`src/rtl/tour_cmd.sv`:
```
`default_nettype none
// ============================================================================
//  Module   : tour_cmd
//  Purpose  : Knight-tour move-list player. After the solver finishes, walks
//             move indices 0..23, splits each one-hot knight move into a
//             vertical leg and a horizontal leg, and hands both to the command
//             processor via the cmd_rdy / clr_cmd_rdy / send_resp handshake.
//             With no tour active the UART command path passes straight
//             through to the command processor.
//  Options  : TOUR_CMD_FANFARE_EN - horizontal leg uses the move-with-fanfare
//             opcode so every completed knight move plays fanfare.
//  Revision : 1.0 - initial release
// ============================================================================
module tour_cmd (
  input  logic        clk,
  input  logic        rst_n,
  input  logic        start_tour,
  input  logic [7:0]  move,
  output logic [4:0]  mv_indx,
  input  logic [15:0] cmd_UART,
  input  logic        cmd_rdy_UART,
  input  logic        clr_cmd_rdy,
  input  logic        send_resp,
  output logic [15:0] cmd,
  output logic        cmd_rdy,
  output logic        clr_cmd_rdy_UART,
  output logic        send_resp_UART,
  output logic        tour_err
);

  localparam logic [3:0] c_OP_VERT = 4'b0010;
`ifdef TOUR_CMD_FANFARE_EN
  localparam logic [3:0] c_OP_HORZ = 4'b0011;
`else
  localparam logic [3:0] c_OP_HORZ = 4'b0010;
`endif
  localparam logic [7:0] c_HDG_NORTH = 8'h00;
  localparam logic [7:0] c_HDG_WEST  = 8'h3F;
  localparam logic [7:0] c_HDG_SOUTH = 8'h7F;
  localparam logic [7:0] c_HDG_EAST  = 8'hBF;
  localparam logic [4:0] c_LAST_IDX  = 5'd23;

  // Move bit groups. Bit order: 0(-1,+2) 1(+1,+2) 2(-2,+1) 3(-2,-1)
  // 4(-1,-2) 5(+1,-2) 6(+2,-1) 7(+2,+1)
  localparam logic [7:0] c_MSK_NORTH = 8'b1000_0111;  // dy > 0
  localparam logic [7:0] c_MSK_DY2   = 8'b0011_0011;  // |dy| == 2
  localparam logic [7:0] c_MSK_EAST  = 8'b1110_0010;  // dx > 0
  localparam logic [7:0] c_MSK_DX2   = 8'b1100_1100;  // |dx| == 2

  typedef enum logic [2:0] {
    IDLE  = 3'd0,
    VERT  = 3'd1,
    VHOLD = 3'd2,
    HORZ  = 3'd3,
    HHOLD = 3'd4
  } state_t;

  state_t      r_state;
  logic [4:0]  r_mv_indx;

  logic        w_onehot;
  logic        w_last;
  logic [15:0] w_vert_cmd;
  logic [15:0] w_horz_cmd;

  assign mv_indx = r_mv_indx;
  assign w_last  = (r_mv_indx == c_LAST_IDX);

  // Exactly one bit set; zero is illegal as well
  assign w_onehot = (move != 8'h00) && ((move & (move - 8'd1)) == 8'h00);

  assign w_vert_cmd = {c_OP_VERT,
                       (|(move & c_MSK_NORTH)) ? c_HDG_NORTH : c_HDG_SOUTH,
                       (|(move & c_MSK_DY2))   ? 4'd2 : 4'd1};
  assign w_horz_cmd = {c_OP_HORZ,
                       (|(move & c_MSK_EAST))  ? c_HDG_EAST : c_HDG_WEST,
                       (|(move & c_MSK_DX2))   ? 4'd2 : 4'd1};

  // Playback sequencer: index register and leg/handshake phase
  always_ff @(posedge clk or negedge rst_n) begin
    if (!rst_n) begin
      r_state   <= IDLE;
      r_mv_indx <= 5'd0;
    end else begin
      case (r_state)
        IDLE: begin
          if (start_tour) begin
            r_mv_indx <= 5'd0;
            r_state   <= VERT;
          end
        end
        VERT: begin
          // A corrupt move aborts the tour before it is ever accepted
          if (!w_onehot)
            r_state <= IDLE;
          else if (clr_cmd_rdy)
            r_state <= VHOLD;
        end
        VHOLD: begin
          if (send_resp)
            r_state <= HORZ;
        end
        HORZ: begin
          if (clr_cmd_rdy)
            r_state <= HHOLD;
        end
        HHOLD: begin
          if (send_resp) begin
            if (w_last) begin
              r_state <= IDLE;
            end else begin
              r_mv_indx <= r_mv_indx + 5'd1;
              r_state   <= VERT;
            end
          end
        end
        default: r_state <= IDLE;
      endcase
    end
  end

  // Command mux: UART passthrough when idle, decoded legs during a tour
  always_comb begin
    cmd              = cmd_UART;
    cmd_rdy          = 1'b0;
    clr_cmd_rdy_UART = 1'b0;
    send_resp_UART   = 1'b0;
    tour_err         = 1'b0;
    case (r_state)
      IDLE: begin
        cmd              = cmd_UART;
        cmd_rdy          = cmd_rdy_UART;
        clr_cmd_rdy_UART = clr_cmd_rdy;
        send_resp_UART   = send_resp;
      end
      VERT: begin
        cmd      = w_vert_cmd;
        // Never offer a command decoded from an illegal move
        cmd_rdy  = w_onehot;
        tour_err = ~w_onehot;
      end
      VHOLD: begin
        cmd = w_vert_cmd;
      end
      HORZ: begin
        cmd     = w_horz_cmd;
        cmd_rdy = 1'b1;
      end
      HHOLD: begin
        cmd = w_horz_cmd;
        // The UART side sees one response for the whole tour
        send_resp_UART = send_resp & w_last;
      end
      default: begin
        cmd = cmd_UART;
      end
    endcase
  end

endmodule
`default_nettype wire
```
`config.mk`:
```
export PLATFORM = sky130hd
export DESIGN_NAME = tour_cmd
export DESIGN_NICKNAME = d
export VERILOG_FILES = /design/src/rtl/tour_cmd.sv
export SDC_FILE = /design/constraint.sdc
export NUM_CORES = 1
export LEC_CHECK = 0
export ABC_AREA = 1
export BUFFER_PORTS_ARGS = -buffer_cell sky130_fd_sc_hd__clkbuf_2
export CAP_MARGIN = 20
export CORE_MARGIN = 10
export CORE_UTILIZATION = 40
export CTS_CLUSTER_DIAMETER = 50
export CTS_CLUSTER_SIZE = 28
export DETAILED_ROUTE_END_ITERATION = 10
export GPL_ROUTABILITY_DRIVEN = 0
export PLACE_DENSITY = 0.77
export SLEW_MARGIN = 0
export SYNTH_ARGS = -nofsm -noshare
export SYNTH_HDL_FRONTEND = slang
export SYNTH_SLANG_ARGS = --single-unit
```
`constraint.sdc`:
```
create_clock -name clk -period 2.3 [get_ports clk]
set_input_delay 0.115 -clock clk [delete_from_list [all_inputs] [get_ports clk]]
set_output_delay 0.115 -clock clk [all_outputs]
set_load 0.02 [all_outputs]
```
==> flow_metrics.py <==
metrics = {
    "run_status": {
        "run_status": "completed",
    },
    "global_routing": {
        "grt-ovfl-total": 0,
        "antenna_found_initial": 0,
        "grt_pass1_wl_um": 4760,
        "grt_max_degree": 12,
        "grt_pass1_vias": 1099,
        "grt_use_total": 0.134,
    },
    "yosys": {
        "ys_warn_count": 0,
        "async_flop_share": 1.00,
        "syn-cell-area_um2": 830,
        "synthFlopType": "dfrtp_1",
        "avgSynthCellArea_um2": 5.68,
        "ys_seq_area_frac": 0.241,
        "synth_seq_cells": 8,
        "synth_edf_count": 0,
        "synth_cells": 146,
        "syn-num-nets": 177,
        "synth_cell_types": 24,
    },
    "cts": {
        "clk_path_buf_depth": 2,
        "clkTransAtPathRegs_ns": 0.05,
        "clkSinkCount": 8,
        "htree_levels": 1,
        "numCtsBuffers": 3,
        "root_buffer": "clkbuf_4",
        "clock_latency_ns": 0.26,
        "cts_setup_buffers": 0,
        "cts_tree": "yes",
    },
    "sta": {
        "max_clock_freq_mhz": 480,
        "worst_slew_pin_slew_ns": 0.448,
        "hold_violations": 0,
        "fin_tns_setup_ns": 0,
        "max_slew_margin": 0.700,
        "rsz0062_at_grt": "no",
        "clock_skew_ns": 0.00882,
        "fin_crit_sh": 0.905,
        "fin_crit_ns": 2.08,
        "drv_slew": 0,
        "setup_violations": 0,
    },
    "route": {
        "drcViolationCount": 0,
        "first_iter_violations": 60,
        "first_pass_iters": 4,
        "drtAntennaViolNets": 0,
        "wl_um": 2790,
        "vias_per_cell": 4.73,
        "vias": 1089,
        "wire_per_inst_um": 12.1,
    },
    "placed_design": {
        "port_buffers": 54,
        "hpwl_um": 2480,
        "dp.cells": 226,
    },
    "die": {
        "core.rowCount": 16,
        "die_y_um": 65.5,
        "die_w_um": 65.5,
        "start_util": 0.423,
        "core_area_um2": 1960,
        "ios": 55,
        "dieArea_um2": 4300,
    },
    "pwr": {
        "leakagePower_nw": 0.750,
        "vdd_drop_max_v": 0.000521,
        "power_density_nw_per_um2": 849,
    },
    "final_layout": {
        "final_common_cell": "clkbuf_2",
        "fin_cells": 230,
        "layout.nets": 236,
        "areaGrowthSynthToFinish_pct": 39.2,
        "antennaDiodeCount": 0,
        "drive_gt1_frac": 0.320,
        "final_cell_mix": "clkbuf_2, nand2_1, inv_1",
    },
    "setup_path": {
        "critPathLaunchType": "register",
        "path_class": "register to output port",
        "cp_max_fo": 11,
        "end_kind": "output port",
        "cp.arrival_ns": 1.97,
        "required_ns": 2.18,
    },
    "flow_run": {
        "cap_violations": 0,
    },
    "min_path": {
        "hp-class": "input pin to register",
    },
}
## final cells by class
cell class,instances,area [um2]
fill,207,807
multi-input combinational,110,517
timing repair buffer,55,280
sequential,8,200
inverter,27,101
tap,27,33.8
clock buffer,3,22.5
## per-stage QoR
| step | hold slack (ns) | total power [mW] | utilization | setup slack, ns | area [um2] |
|---|---|---|---|---|---|
| floorplan | -0.181 | 0.675 | - | 0.751 | 830 |
| global placement | -0.0343 | 0.872 | 0.572 | 0.559 | 1120 |
| detailed placement | -0.0302 | 0.878 | 0.572 | 0.509 | 1120 |
| CTS | 0.125 | 0.992 | 0.589 | 0.232 | 1150 |
| global route | 0.144 | 1.07 | 0.589 | 0.0505 | 1150 |
| finish | 0.128 | 0.981 | 0.589 | 0.218 | 1150 |
## synthesized netlist by cell type (all sizes together), types with 3 or more instances
cell type,instances,area share
dfrtp,8,0.24
inv,27,0.12
nand4,3,0.023
nand3,11,0.066
a21oi,3,0.018
nor2,21,0.11
o21ai,6,0.045
nor3,6,0.042
nand2,52,0.24
## final timing paths
check	start	end	slack [ns]	cells past startpoint
setup / recovery	r_state[2]	cmd[13]	0.22	8
hold / removal	clr_cmd_rdy	r_state[2]	0.13	3
setup reg to reg	mv_indx[0]	mv_indx[3]	0.78	7
hold reg to reg	r_state[1]	r_state[1]	0.50	2
max in group asynchronous	rst_n	r_state[1]	1.89	2
min in group asynchronous	rst_n	mv_indx[3]	0.23	2
## registers in the layout, summed over array words and instances (netlist names)
signal,flops
mv_indx,5
r_state,3
## cell families (layout without fill, tap and decap cells)
logic type,count (synthesis),in the layout,synth area share
AND/OR/NAND/NOR,94,94,0.487
adder cells (fa/ha/maj),1,1,0.0151
AO/OA/AOI/OAI,14,14,0.110
XOR/XNOR,1,1,0.0106
flip-flops,8,8,0.241
buffers and inverters,28,85,0.136
## worst max-delay path, cell delays in order, from the launching register on
cell and delay (ns):
dfrtp_1 0.44, inv_1 0.15, nor2_1 0.08, inv_1 0.09
nand2_2 0.09, nor2_2 0.30, inv_1 0.17, or2_1 0.24
clkbuf_2 0.16
## repair_timing
action                    in CTS  in global routing
hold endpoints to repair       8                  0
gates resized for setup        0                  0
hold buffers                   1                  0
## per-layer routing
layer | routed length [um] | share of wire | global-route usage
met3 | 225 | 0.081 | 0.0458
met4 | 25 | 0.0090 | 0.0455
met5 | 0 | 0 | 0
met1 | 1010 | 0.36 | 0.128
met2 | 1520 | 0.55 | 0.257
## report_power, final
part / switching, mW / total [mW] / leakage [nW] / internal, mW
clock: 0.0483 / 0.108 / 0.0138 / 0.0597
combinational: 0.495 / 0.714 / 0.626 / 0.219
sequential: 0.00662 / 0.159 / 0.110 / 0.152
total: 0.550 / 0.981 / 0.750 / 0.431
Note: power is estimated with default switching activity, not from simulation.
